$ cat config.mk
export PLATFORM = sky130hd
export DESIGN_NAME = signal_watchdog_mc_flat
export DESIGN_NICKNAME = d
export VERILOG_FILES = /design/src/rtl/signal_watchdog_mc_if.sv /design/src/rtl/signal_watchdog_mc.sv /design/src/flat_wrapper.sv
export SDC_FILE = /design/constraint.sdc
export NUM_CORES = 1
export LEC_CHECK = 0
export CAP_MARGIN = 0
export CELL_PAD_IN_SITES_DETAIL_PLACEMENT = 1
export CELL_PAD_IN_SITES_GLOBAL_PLACEMENT = 1
export CORE_MARGIN = 2
export CORE_UTILIZATION = 38
export DETAILED_ROUTE_END_ITERATION = 10
export GPL_TIMING_DRIVEN = 0
export PLACE_DENSITY = 0.87
export SLEW_MARGIN = 20
export SYNTH_ARGS = -nofsm -noshare
export SYNTH_HDL_FRONTEND = slang
export SYNTH_SLANG_ARGS = --single-unit
$ cat constraint.sdc
create_clock -name clk -period 6.2 [get_ports clk]
set_input_delay 1.24 -clock clk [delete_from_list [all_inputs] [get_ports clk]]
set_output_delay 1.24 -clock clk [all_outputs]
set_load 0.02 [all_outputs]
$ cat src/rtl/signal_watchdog_mc_if.sv
// ============================================================================
//  Module      : signal_watchdog_mc_if
//  Description : Bundle of the multi-channel receiver watchdog signals.
//                The "master" modport belongs to whoever drives the watchdog
//                (receiver front end / bench); the "slave" modport belongs
//                to the watchdog itself.
//  Signals     :
//    enable            - DC check allowed (normally ~demod_is_ongoing)
//    sample_in         - per channel {I,Q}, channel 0 in the LSBs, I above Q
//    sample_in_strobe  - sample valid for all channels
//    ch_mask           - 1 = channel participates in the DC check
//    power_trigger     - DC check qualifier
//    signal_len        - decoded packet length
//    sig_valid         - one-cycle strobe, signal_len valid
//    min_signal_len_th - minimum legal length (zero-extended)
//    max_signal_len_th - maximum legal length
//    dc_running_sum_th - sign-imbalance threshold
//    demod_is_ongoing  - receiver busy
//    max_demod_cycles  - demodulation timeout, 0 disables
//    receiver_rst      - reset pulse to the receiver core
//    rst_cause         - {timeout,len,dc} of the last issued reset
//    rst_count         - saturating count of issued resets
//    rst_stats         - {timeout_cnt,len_cnt,dc_cnt}
//  Revision    : 1.0 - initial release
// ============================================================================
`default_nettype none

interface signal_watchdog_mc_if #(
  parameter int IQ_DATA_WIDTH = 16,
  parameter int N_CH          = 2,
  parameter int TIMEOUT_WIDTH = 20
);
  logic                            enable;
  logic [N_CH*2*IQ_DATA_WIDTH-1:0] sample_in;
  logic                            sample_in_strobe;
  logic [N_CH-1:0]                 ch_mask;
  logic                            power_trigger;
  logic [15:0]                     signal_len;
  logic                            sig_valid;
  logic [3:0]                      min_signal_len_th;
  logic [15:0]                     max_signal_len_th;
  logic [7:0]                      dc_running_sum_th;
  logic                            demod_is_ongoing;
  logic [TIMEOUT_WIDTH-1:0]        max_demod_cycles;
  logic                            receiver_rst;
  logic [2:0]                      rst_cause;
  logic [15:0]                     rst_count;
  logic [47:0]                     rst_stats;

  modport master (
    output enable, sample_in, sample_in_strobe, ch_mask, power_trigger,
           signal_len, sig_valid, min_signal_len_th, max_signal_len_th,
           dc_running_sum_th, demod_is_ongoing, max_demod_cycles,
    input  receiver_rst, rst_cause, rst_count, rst_stats
  );

  modport slave (
    input  enable, sample_in, sample_in_strobe, ch_mask, power_trigger,
           signal_len, sig_valid, min_signal_len_th, max_signal_len_th,
           dc_running_sum_th, demod_is_ongoing, max_demod_cycles,
    output receiver_rst, rst_cause, rst_count, rst_stats
  );
endinterface

`default_nettype wire

$ cat src/rtl/signal_watchdog_mc.sv
// ============================================================================
//  Module      : signal_watchdog_mc
//  Description : Multi-channel receiver watchdog. Detects DC / constant-sign
//                garbage on N_CH IQ streams while idle, illegal SIGNAL
//                lengths and over-long demodulation. Any fault produces a
//                RST_CYCLES-wide receiver_rst pulse followed by a
//                HOLDOFF_CYCLES window in which new faults are ignored.
//  Ports       :
//    clk  - system clock
//    rst  - asynchronous, active-high reset
//    bus  - signal_watchdog_mc_if.slave (all data, control and status)
//  Build option: define SIGNAL_WATCHDOG_MC_STATS_EN to get three 16-bit
//                saturating per-cause counters on bus.rst_stats; otherwise
//                rst_stats is tied to zero.
//  Revision    : 1.0 - initial release
// ============================================================================
`default_nettype none

module signal_watchdog_mc #(
  parameter int IQ_DATA_WIDTH  = 16,
  parameter int N_CH           = 2,
  parameter int DC_WIN_LOG2    = 5,
  parameter int TIMEOUT_WIDTH  = 20,
  parameter int RST_CYCLES     = 4,
  parameter int HOLDOFF_CYCLES = 16
) (
  input logic                clk,
  input logic                rst,
  signal_watchdog_mc_if.slave bus
);

  // --------------------------------------------------------------------------
  // Constants
  // --------------------------------------------------------------------------
  localparam int c_WIN     = 1 << DC_WIN_LOG2;     // DC window length
  localparam int c_POS_W   = DC_WIN_LOG2 + 1;      // holds 0..c_WIN
  localparam int c_CMP_W   = DC_WIN_LOG2 + 2;      // threshold compare width
  localparam int c_CH_W    = 2 * IQ_DATA_WIDTH;
  localparam int c_PH_MAX  = (RST_CYCLES > HOLDOFF_CYCLES) ? RST_CYCLES : HOLDOFF_CYCLES;
  localparam int c_PH_W    = $clog2(c_PH_MAX + 1);

  localparam logic [1:0] c_S_IDLE = 2'd0;
  localparam logic [1:0] c_S_RST  = 2'd1;
  localparam logic [1:0] c_S_HOLD = 2'd2;

  // --------------------------------------------------------------------------
  // FSM state
  // --------------------------------------------------------------------------
  logic [1:0]        r_state;
  logic [1:0]        w_state_nxt;
  logic [c_PH_W-1:0] r_phase;
  logic [c_PH_W-1:0] w_phase_nxt;
  logic              r_rx_rst;
  logic              w_rx_rst_nxt;
  logic              w_idle;

  assign w_idle = (r_state == c_S_IDLE);

  // --------------------------------------------------------------------------
  // DC detector
  // --------------------------------------------------------------------------
  logic                   w_dc_act;
  logic                   w_win_end;
  logic [DC_WIN_LOG2-1:0] r_win_cnt;
  logic [9:0]             w_th10;
  logic                   w_th_ok;
  logic [c_CMP_W-1:0]     w_th_c;
  logic [c_CMP_W-1:0]     w_lo_lim;
  logic [N_CH-1:0]        w_dc_ch;
  logic                   w_dc_fault;

  // The detector only runs while idle and qualified; any other time its
  // window state is discarded so a fresh window starts on re-activation.
  assign w_dc_act  = bus.enable & bus.power_trigger & w_idle;
  assign w_win_end = w_dc_act & bus.sample_in_strobe &
                     (r_win_cnt == DC_WIN_LOG2'(c_WIN - 1));

  always_ff @(posedge clk or posedge rst) begin
    if (rst) begin
      r_win_cnt <= '0;
    end else if (!w_dc_act) begin
      r_win_cnt <= '0;
    end else if (bus.sample_in_strobe) begin
      r_win_cnt <= r_win_cnt + DC_WIN_LOG2'(1);   // wraps W-1 -> 0
    end
  end

  // Threshold of 0, or above the window length, disables the check. Once
  // enabled th <= W, so it fits in c_CMP_W bits and W-th cannot underflow.
  assign w_th10   = {2'b00, bus.dc_running_sum_th};
  assign w_th_ok  = (w_th10 != 10'd0) && (w_th10 <= 10'(c_WIN));
  assign w_th_c   = w_th10[c_CMP_W-1:0];
  assign w_lo_lim = c_CMP_W'(c_WIN) - w_th_c;

  for (genvar c = 0; c < N_CH; c++) begin : g_ch
    logic               w_i_pos;
    logic               w_q_pos;
    logic [c_POS_W-1:0] r_pos_i;
    logic [c_POS_W-1:0] r_pos_q;
    logic [c_POS_W-1:0] w_pos_i_nxt;
    logic [c_POS_W-1:0] w_pos_q_nxt;
    logic [c_CMP_W-1:0] w_ei;
    logic [c_CMP_W-1:0] w_eq;

    // Non-negative two's complement <=> sign bit clear.
    assign w_i_pos = ~bus.sample_in[c*c_CH_W + c_CH_W - 1];
    assign w_q_pos = ~bus.sample_in[c*c_CH_W + IQ_DATA_WIDTH - 1];

    assign w_pos_i_nxt = r_pos_i + c_POS_W'(w_i_pos);
    assign w_pos_q_nxt = r_pos_q + c_POS_W'(w_q_pos);

    always_ff @(posedge clk or posedge rst) begin
      if (rst) begin
        r_pos_i <= '0;
        r_pos_q <= '0;
      end else if (!w_dc_act || w_win_end) begin
        r_pos_i <= '0;
        r_pos_q <= '0;
      end else if (bus.sample_in_strobe) begin
        r_pos_i <= w_pos_i_nxt;
        r_pos_q <= w_pos_q_nxt;
      end
    end

    // Evaluation uses the sums that already include the window's last sample.
    assign w_ei = {1'b0, w_pos_i_nxt};
    assign w_eq = {1'b0, w_pos_q_nxt};

    assign w_dc_ch[c] = w_th_ok & ((w_ei >= w_th_c) | (w_ei <= w_lo_lim) |
                                   (w_eq >= w_th_c) | (w_eq <= w_lo_lim));
  end

  assign w_dc_fault = w_win_end & (|(w_dc_ch & bus.ch_mask));

  // --------------------------------------------------------------------------
  // Length check (independent of enable)
  // --------------------------------------------------------------------------
  logic w_len_fault;

  assign w_len_fault = w_idle & bus.sig_valid &
                       ((bus.signal_len < {12'd0, bus.min_signal_len_th}) |
                        (bus.signal_len > bus.max_signal_len_th));

  // --------------------------------------------------------------------------
  // Demodulation timeout
  // --------------------------------------------------------------------------
  logic [TIMEOUT_WIDTH-1:0] r_tcnt;
  logic                     w_to_fault;

  // r_tcnt counts busy clocks already seen, so comparing against limit-1
  // flags the limit-th busy clock.
  assign w_to_fault = w_idle & bus.demod_is_ongoing &
                      (bus.max_demod_cycles != '0) &
                      (r_tcnt == (bus.max_demod_cycles - TIMEOUT_WIDTH'(1)));

  always_ff @(posedge clk or posedge rst) begin
    if (rst) begin
      r_tcnt <= '0;
    end else if (!bus.demod_is_ongoing || !w_idle) begin
      r_tcnt <= '0;
    end else if (r_tcnt != '1) begin
      r_tcnt <= r_tcnt + TIMEOUT_WIDTH'(1);
    end
  end

  // --------------------------------------------------------------------------
  // Fault aggregation
  // --------------------------------------------------------------------------
  logic w_any_fault;
  logic w_enter_rst;

  assign w_any_fault = w_dc_fault | w_len_fault | w_to_fault;
  assign w_enter_rst = w_idle & w_any_fault;

  // --------------------------------------------------------------------------
  // FSM: state register
  // --------------------------------------------------------------------------
  always_ff @(posedge clk or posedge rst) begin
    if (rst) begin
      r_state  <= c_S_IDLE;
      r_phase  <= '0;
      r_rx_rst <= 1'b0;
    end else begin
      r_state  <= w_state_nxt;
      r_phase  <= w_phase_nxt;
      r_rx_rst <= w_rx_rst_nxt;
    end
  end

  // --------------------------------------------------------------------------
  // FSM: next state
  // --------------------------------------------------------------------------
  always_comb begin
    w_state_nxt = r_state;
    w_phase_nxt = r_phase;
    case (r_state)
      c_S_IDLE: begin
        if (w_any_fault) begin
          w_state_nxt = c_S_RST;
          w_phase_nxt = '0;
        end
      end
      c_S_RST: begin
        if (r_phase == c_PH_W'(RST_CYCLES - 1)) begin
          w_phase_nxt = '0;
          w_state_nxt = (HOLDOFF_CYCLES == 0) ? c_S_IDLE : c_S_HOLD;
        end else begin
          w_phase_nxt = r_phase + c_PH_W'(1);
        end
      end
      c_S_HOLD: begin
        if (r_phase == c_PH_W'(HOLDOFF_CYCLES - 1)) begin
          w_phase_nxt = '0;
          w_state_nxt = c_S_IDLE;
        end else begin
          w_phase_nxt = r_phase + c_PH_W'(1);
        end
      end
      default: begin
        w_state_nxt = c_S_IDLE;
        w_phase_nxt = '0;
      end
    endcase
  end

  // --------------------------------------------------------------------------
  // FSM: output decode (registered above so receiver_rst is glitch-free and
  // exactly tracks the cycles spent in RST)
  // --------------------------------------------------------------------------
  always_comb begin
    w_rx_rst_nxt = 1'b0;
    if (w_state_nxt == c_S_RST) begin
      w_rx_rst_nxt = 1'b1;
    end
  end

  assign bus.receiver_rst = r_rx_rst;

  // --------------------------------------------------------------------------
  // Cause and count
  // --------------------------------------------------------------------------
  logic [2:0]  r_cause;
  logic [15:0] r_count;

  always_ff @(posedge clk or posedge rst) begin
    if (rst) begin
      r_cause <= '0;
      r_count <= '0;
    end else if (w_enter_rst) begin
      r_cause <= {w_to_fault, w_len_fault, w_dc_fault};
      if (r_count != 16'hFFFF) begin
        r_count <= r_count + 16'd1;
      end
    end
  end

  assign bus.rst_cause = r_cause;
  assign bus.rst_count = r_count;

  // --------------------------------------------------------------------------
  // Optional per-cause statistics
  // --------------------------------------------------------------------------
`ifdef SIGNAL_WATCHDOG_MC_STATS_EN
  logic [15:0] r_st_to;
  logic [15:0] r_st_len;
  logic [15:0] r_st_dc;

  always_ff @(posedge clk or posedge rst) begin
    if (rst) begin
      r_st_to  <= '0;
      r_st_len <= '0;
      r_st_dc  <= '0;
    end else if (w_enter_rst) begin
      if (w_to_fault  && (r_st_to  != 16'hFFFF)) r_st_to  <= r_st_to  + 16'd1;
      if (w_len_fault && (r_st_len != 16'hFFFF)) r_st_len <= r_st_len + 16'd1;
      if (w_dc_fault  && (r_st_dc  != 16'hFFFF)) r_st_dc  <= r_st_dc  + 16'd1;
    end
  end

  assign bus.rst_stats = {r_st_to, r_st_len, r_st_dc};
`else
  assign bus.rst_stats = 48'd0;
`endif

endmodule

`default_nettype wire

$ cat src/flat_wrapper.sv
// flat-port wrapper written by rule: the top's interface ports become plain ports
module signal_watchdog_mc_flat 
#(
  parameter int IQ_DATA_WIDTH  = 16,
  parameter int N_CH           = 2,
  parameter int DC_WIN_LOG2    = 5,
  parameter int TIMEOUT_WIDTH  = 20,
  parameter int RST_CYCLES     = 4,
  parameter int HOLDOFF_CYCLES = 16
)
  (clk, rst, bus_enable, bus_sample_in, bus_sample_in_strobe, bus_ch_mask, bus_power_trigger, bus_signal_len, bus_sig_valid, bus_min_signal_len_th, bus_max_signal_len_th, bus_dc_running_sum_th, bus_demod_is_ongoing, bus_max_demod_cycles, bus_receiver_rst, bus_rst_cause, bus_rst_count, bus_rst_stats);
  signal_watchdog_mc_if #(.IQ_DATA_WIDTH(IQ_DATA_WIDTH), .N_CH(N_CH), .TIMEOUT_WIDTH(TIMEOUT_WIDTH)) bus_i ();
  input logic clk;
  input logic rst;
  input wire logic [$bits(bus_i.enable)-1:0] bus_enable;
  input wire logic [$bits(bus_i.sample_in)-1:0] bus_sample_in;
  input wire logic [$bits(bus_i.sample_in_strobe)-1:0] bus_sample_in_strobe;
  input wire logic [$bits(bus_i.ch_mask)-1:0] bus_ch_mask;
  input wire logic [$bits(bus_i.power_trigger)-1:0] bus_power_trigger;
  input wire logic [$bits(bus_i.signal_len)-1:0] bus_signal_len;
  input wire logic [$bits(bus_i.sig_valid)-1:0] bus_sig_valid;
  input wire logic [$bits(bus_i.min_signal_len_th)-1:0] bus_min_signal_len_th;
  input wire logic [$bits(bus_i.max_signal_len_th)-1:0] bus_max_signal_len_th;
  input wire logic [$bits(bus_i.dc_running_sum_th)-1:0] bus_dc_running_sum_th;
  input wire logic [$bits(bus_i.demod_is_ongoing)-1:0] bus_demod_is_ongoing;
  input wire logic [$bits(bus_i.max_demod_cycles)-1:0] bus_max_demod_cycles;
  output wire logic [$bits(bus_i.receiver_rst)-1:0] bus_receiver_rst;
  output wire logic [$bits(bus_i.rst_cause)-1:0] bus_rst_cause;
  output wire logic [$bits(bus_i.rst_count)-1:0] bus_rst_count;
  output wire logic [$bits(bus_i.rst_stats)-1:0] bus_rst_stats;
  assign bus_i.enable = bus_enable;
  assign bus_i.sample_in = bus_sample_in;
  assign bus_i.sample_in_strobe = bus_sample_in_strobe;
  assign bus_i.ch_mask = bus_ch_mask;
  assign bus_i.power_trigger = bus_power_trigger;
  assign bus_i.signal_len = bus_signal_len;
  assign bus_i.sig_valid = bus_sig_valid;
  assign bus_i.min_signal_len_th = bus_min_signal_len_th;
  assign bus_i.max_signal_len_th = bus_max_signal_len_th;
  assign bus_i.dc_running_sum_th = bus_dc_running_sum_th;
  assign bus_i.demod_is_ongoing = bus_demod_is_ongoing;
  assign bus_i.max_demod_cycles = bus_max_demod_cycles;
  assign bus_receiver_rst = bus_i.receiver_rst;
  assign bus_rst_cause = bus_i.rst_cause;
  assign bus_rst_count = bus_i.rst_count;
  assign bus_rst_stats = bus_i.rst_stats;
  signal_watchdog_mc #(.IQ_DATA_WIDTH(IQ_DATA_WIDTH), .N_CH(N_CH), .DC_WIN_LOG2(DC_WIN_LOG2), .TIMEOUT_WIDTH(TIMEOUT_WIDTH), .RST_CYCLES(RST_CYCLES), .HOLDOFF_CYCLES(HOLDOFF_CYCLES)) u_core (.clk(clk), .rst(rst), .bus(bus_i));
endmodule
* After elaboration in Yosys (flattened, before gate mapping)
Cells that the tools add are included.
** Cells by class
- $add $sub $neg :: 10
- Eq/ne operators :: 11
- Bitwise operators :: 27
- Reduce and logical (&&, ||, !) cells :: 13
- Magnitude comparators :: 11
- Mux-type cells :: 21
** Operator list (number)
- two-way mux 6 bit :: 8
- two-way mux 20 bit :: 2
- greater-or-equal comparator 6 x 7 -> 1 bit :: 4
- <= comparator 6 x 7 -> 1 bit :: 4
- two-way mux 5 bit :: 5
- adder 6 x 1 -> 6 bit :: 4
- adder 20 x 1 -> 20 bit (second input constant) :: 1
- equality test 20 bit :: 1
- != test 20 bit (second input constant) :: 1
- nonzero test 20 bit :: 1
- subtractor 20 x 1 -> 20 bit (second input constant) :: 1
- adder 16 x 1 -> 16 bit (second input constant) :: 1
- > comparator 16 bit :: 1
- < comparator 16 x 4 -> 1 bit :: 1
- != test 16 bit (second input constant) :: 1
- case mux 5 bit (3 select lines) :: 1
- AND 1 bit :: 13
- adder 5 x 1 -> 5 bit (second input constant) :: 2
- nonzero test 10 bit :: 1
- OR 1 bit :: 9
- <= comparator 8 x 6 -> 1 bit (second input constant) :: 1
- subtractor 6 x 7 -> 7 bit (first input constant) :: 1
- two-way mux 2 bit :: 3
- case mux 2 bit (3 select lines) :: 1
- other kinds (16) :: 25
** Word-level totals
- Input port bits :: 137
- Logic and storage cells :: 104
- Output and inout port bits :: 68
- Register bits :: 76

* Longest topological paths before layout
- Word-level depth :: 16
- Mapped depth :: 16
- Gate-level depth less buffers :: 15

* Worst setup path before layout
OpenSTA, ideal clock, no wires.
- Path kind :: input port to flip-flop
- From :: input port bus_dc_running_sum_th[1]
- To :: register u_core.r_rx_rst (netlist: u_core.bus.receiver_rst)
- Stages on the path :: 15
- Slack :: 1.953 ns
- Required time :: 6.081 ns
- Data arrival time :: 4.129 ns
- Library setup time :: 0.119 ns
- Buffers on the path :: 1
- Cell sequence :: inv_1 ha_1 nor3b_1 xnor2_1 inv_1 ha_1 and4_1 a31oi_1 o2111ai_1 o41ai_1 a31oi_1 nor4_1 clkbuf_1 nor3_1 o21a_1
** Between the ends
- Word-level cells in the longest chain between the ends :: 15
- Elaborated cells on any way between the ends :: 29
- Classes of those cells :: 1 x add/sub; 9 x order compare; 1 x eq/ne; 3 x mux; 12 x bitwise; 3 x reduce/logical
** Ends and longest elaborated chain
- from (decl) :: RTL line flat_wrapper.sv:24 : input wire logic [$bits(bus_i.dc_running_sum_th)-1:0] bus_dc_running_sum_th;
- subtractor 6 x 7 -> 7 bit :: RTL line signal_watchdog_mc.sv:93 : assign w_lo_lim = c_CMP_W'(c_WIN) - w_th_c;
- <= comparator 6 x 7 -> 1 bit :: RTL line signal_watchdog_mc.sv:129 : assign w_dc_ch[c] = w_th_ok & ((w_ei >= w_th_c) | (w_ei <= w_lo_lim) |
- OR 1 bit (2 in a row) :: RTL line signal_watchdog_mc.sv:129
- OR 1 bit :: RTL line signal_watchdog_mc.sv:130 : (w_eq >= w_th_c) | (w_eq <= w_lo_lim));
- AND 1 bit :: RTL line signal_watchdog_mc.sv:129
- AND 2 bit * :: RTL line signal_watchdog_mc.sv:133 : assign w_dc_fault = w_win_end & (|(w_dc_ch & bus.ch_mask));
- OR reduction 2 bit * :: RTL line signal_watchdog_mc.sv:133
- AND 1 bit * :: RTL line signal_watchdog_mc.sv:133
- OR 1 bit * (2 in a row) :: RTL line signal_watchdog_mc.sv:172 : assign w_any_fault = w_dc_fault | w_len_fault | w_to_fault;
- two-way mux 2 bit * :: RTL line signal_watchdog_mc.sv:198 : if (w_any_fault) begin
- case mux 2 bit (3 select lines) * :: RTL line signal_watchdog_mc.sv:196 : case (r_state)
- equality test 2 x 1 -> 1 bit * :: RTL line signal_watchdog_mc.sv:232 : if (w_state_nxt == c_S_RST) begin
- two-way mux 1 bit * :: RTL line signal_watchdog_mc.sv:232
- via u_core.w_rx_rst_nxt :: RTL line signal_watchdog_mc.sv:54 : logic w_rx_rst_nxt;
- to (signal assigned) :: RTL line signal_watchdog_mc.sv:186 : r_rx_rst <= w_rx_rst_nxt;
- to (decl) :: RTL line signal_watchdog_mc.sv:53 : logic r_rx_rst;
Mark *: on every way through the listed nets, which the timed path passes. The rest lies on a longest branch.
A chain may end at the register's enable or synchronous reset.

* Worst setup path after layout
- From :: input port bus_dc_running_sum_th[0]
- To :: register u_core.r_rx_rst (netlist: u_core.bus.receiver_rst)
The elaborated chain is that of the path after synthesis.

==> qor_table.md <==
| Step | Item | Value |
|---|---|---|
| synthesis | Number of instances in the synthesized netlist | 736 |
| routing | Iteration count of the initial detailed-routing pass | 4 |
| placed design | Last weighted congestion value of the routability-driven placer | 0.9119 |
| cells and area | Fraction of layout instances using a drive strength above 1 | 9.295% |
| grt | Total GRT Usage | 19.87% |
| run | Max-cap check violation count | 0 |
| clock network | Total CTS buffers | 9 |
| cells and area | Commonest cells after routing, fill and taps aside | 93 x clkdlybuf4s50_1, 86 x ha_1, 76 x dfrtp_1 |
| routing | Via-to-Cell Ratio | 5.174 |
| timing | Clock Skew | 0.009835 ns |
| setup path | Reg2reg path depth | 14 |
| grt | Vias in the first global route | 6044 |
| setup path | Kind of critical path | input pin to register |
| floorplan | Area of the core region | 0.01718 mm2 |
| floorplan | Initial Util | 38.51% |
| timing | Remaining max-slew budget at the tightest pin | 50.92% |
| cells and area | Post-Layout Inst Area | 0.008298 mm2 |
| power and ir drop | Power density of the placed cells | 185.5 mW/mm2 |
| timing | Total negative slack | 0 ns |
| cells and area | Reg area | 0.001902 mm2 |
| cells and area | Area occupied by multi-input gates | 0.004240 mm2 |
| synthesis | Mean instance size in the synthesized netlist | 8.988 um2 |
| min path | WHS Path Cells | 1 |
| routing | Average wire per cell in the routed design | 15.89 um |
| routing | DRC violation count after routing | 0 |
| timing | Time the worst path needs with I/O delays and setup | 5.382 ns |
| setup path | Largest fanout on the critical path | 10 |
| min path | Worst hold-check path type | register to register |
| clock network | # clock sinks | 76 |
| timing | Maximum operating frequency | 185.8 MHz |
| grt | Largest net degree at the start of global routing | 43 |
| floorplan | Die Wd | 135.9 um |
| floorplan | Floorplan row count | 48 |
| timing | Setup violation total in the final timing report | 0 |
| clock network | Clock buffer depth | 2 |
| clock network | Post-CTS setup buffer count | 0 |
| routing | Count of vias placed by the detailed router | 5785 |
| placed design | Port Buffers | 93 |
| timing | Total count of hold-check failures in the final report | 0 |
| synthesis | Post-synthesis async set-or-reset flop share | 100.0% |
| setup path | Worst Setup End Kind | register |
| status | Run status | finished, final reports clean |
| routing | Antenna viol nets, final | 0 |
| timing | Transition at the pin with the smallest max-transition slack | 0.7307 ns |
| timing | Ratio of final minimum period to clock period | 86.81% |
| grt | Global-route wire length before repair | 29.22 mm |
| clock network | CTS tree | yes |
| synthesis | Main synth FF type | dfrtp_1 |
| cells and area | Inserted Diodes | 0 |
| clock network | CTS hold repair buffers | 0 |
| floorplan | Ports placed on the boundary | 205 |
| clock network | Clock H-tree levels | 3 |
| routing | Final WL | 17.77 mm |
| timing | Unrepaired setup endpoints after global routing | false |
| placed design | Area after detailed placement | 0.008026 mm2 |
| power and ir drop | Leakage power of the design | 0.003987 uW |
| clock network | Worst-Skew Late Latency | 0.35 ns |
| floorplan | Vert. Die Dim | 135.9 um |
| setup path | Crit path DAT | 5.61 ns |
| synthesis | Area of the mapped netlist | 0.006615 mm2 |
| synthesis | Register bit total from synthesis | 76 |
| synthesis | Number of different library cells in the post-synthesis netlist | 59 |
| grt | Total global routing overflow | 0 |
| power and ir drop | Worst voltage drop across the vdd grid | 0.09971 mV |
| routing | Initial detailed-routing violation count | 187 |
| cells and area | Net count of the finished layout | 1111 |
| placed design | HPWL after detailed placement | 14.32 mm |
| cells and area | Commonest non-fill, non-tap cell in the layout | clkdlybuf4s50_1 |
| cells and area | # fillers | 2073 |
| clock network | Clock-pin transition on the worst setup and hold timing paths | 0.05 ns |
| floorplan | Overall die area | 0.01848 mm2 |
| timing | Final Slew Violations | 0 |
| setup path | Required @ worst endpoint | 6.43 ns |
| cells and area | Synth-to-Final Area Change | 25.44% |
| clock network | CTS root buf | clkbuf_16 |
| synthesis | YS warnings | 0 |
| synthesis | Number of enable flip-flop cells after synthesis | 0 |
| setup path | CP startpoint kind | input pin |
| grt | Number of antenna violations at the first check in global routing | 0 |
| synthesis | Sequential fraction of the synthesis area | 28.75% |
| clock network | Number of resized instances in the post-cts repair step | 0 |
metrics by stage:
step                util [%]  power (uW)  std cells  worst slack [ns]  hold slack [ns]
floorplan                  -       865.9        783             1.953           0.4767
global placement       46.60        1037       1101            0.5824           0.4615
detailed placement     46.73        1060       1102            0.4771           0.4758
CTS                    48.31        1558       1118            0.8125           0.4894
global route           48.31        1631       1118            0.4828           0.5120
finish                 48.31        1539       1118            0.8178           0.4866
synthesized netlist by cell type, types with 3 or more instances:
cell type	instances	area, um2
nor2b_1	10	62.56
mux2i_1	3	30.03
xor2_1	47	411.6
nand4b_1	7	61.31
xnor2_1	33	289.0
nor4b_1	5	43.79
nand2_1	40	150.1
inv_1	57	214.0
and3_2	3	22.52
nor4_4	3	63.81
a211oi_1	4	30.03
nor4_1	10	62.56
o21ai_0	24	120.1
ha_1	86	1076
nor3b_1	8	60.06
nand3_1	41	205.2
nand4_1	14	87.58
a21o_1	9	67.56
or4_1	6	45.04
o2111ai_1	3	26.28
nor2_1	46	172.7
o21a_1	8	60.06
buf_4	49	367.9
o211ai_1	4	30.03
or3_1	6	37.54
and4_1	4	35.03
a21oi_1	20	100.1
nor3_1	27	135.1
a31oi_1	8	50.05
dfrtp_1	76	1902
a22o_1	24	210.2
clkbuf_1	15	56.30
nand2b_1	3	18.77
worst max-delay path, cell delays in order:
cell             delay (ns)
clkdlybuf4s50_1        0.69
inv_1                  0.10
ha_1                   0.25
nor3b_1                0.16
xnor2_1                0.37
inv_1                  0.20
ha_1                   0.34
and4_1                 0.18
a31oi_1                0.19
o2111ai_1              0.14
o41ai_1                0.45
a31oi_1                0.30
nor4_1                 0.29
clkbuf_1               0.37
nor3_1                 0.12
o21a_1                 0.19
worst paths after layout:
check	slack (ns)	endpoint	from
worst min register to register	0.49	u_core.bus.rst_count[15]	u_core.bus.rst_count[15]
max in group asynchronous	4.28	u_core.r_tcnt[0]	rst
worst min-delay path	0.49	u_core.bus.rst_count[15]	u_core.bus.rst_count[15]
worst max-delay path	0.82	u_core.bus.receiver_rst	bus_dc_running_sum_th[0]
worst max register to register	2.40	u_core.bus.receiver_rst	u_core.g_ch[1].r_pos_i[0]
min in group asynchronous	1.30	u_core.g_ch[0].r_pos_i[4]	rst
state kept, by name, indices dropped and copies added, names as in the netlist:
signal,cells
u_core.r_tcnt,20
u_core.bus.rst_count,16
u_core.g_ch.r_pos_i,12
u_core.g_ch.r_pos_q,12
u_core.r_phase,5
u_core.r_win_cnt,5
u_core.bus.rst_cause,3
u_core.r_state,2
u_core.bus.receiver_rst,1
report_power, final:
group          leakage [uW]  total (uW)  internal, uW  switching, uW
combinational       0.00282         476           210            266
sequential          0.00104         575           531           43.2
clock              0.000129         488           281            208
kinds of logic (layout without fill, tap and decap cells):
logic type	after synthesis	after routing	synth area share [%]
and+or+nand+nor	243	243	20.86
AOI/OAI and AO/OA	124	124	13.03
buffers and inverters	122	232	9.816
adders and majority gates	86	86	16.27
xor gates and xnor gates	80	80	10.59
DFF	76	76	28.75
muxes	4	4	0.6242
other	1	48	0.05669
metal layers:
metal | vias up | GRT usage [%] | routed length (um) | share of wire [%]
met2 | 83 | 36.39 | 9170 | 52
li1 | 2847 | - | - | -
met5 | - | 0 | 0 | 0
met4 | 0 | 7.060 | 352 | 2.0
met3 | 25 | 2.386 | 422 | 2.4
met1 | 2830 | 23.88 | 7823 | 44
area by class of cell:
class | count | share of cell area (%)
inverter | 57 | 2.609
multi-input combinational | 585 | 51.10
clock buffer | 12 | 2.970
timing repair buffer | 94 | 11.46
clock inverter | 4 | 0.3016
tap | 225 | 3.393
sequential | 76 | 22.92
buffer | 65 | 5.247
Power figures use the tool's default switching activity.
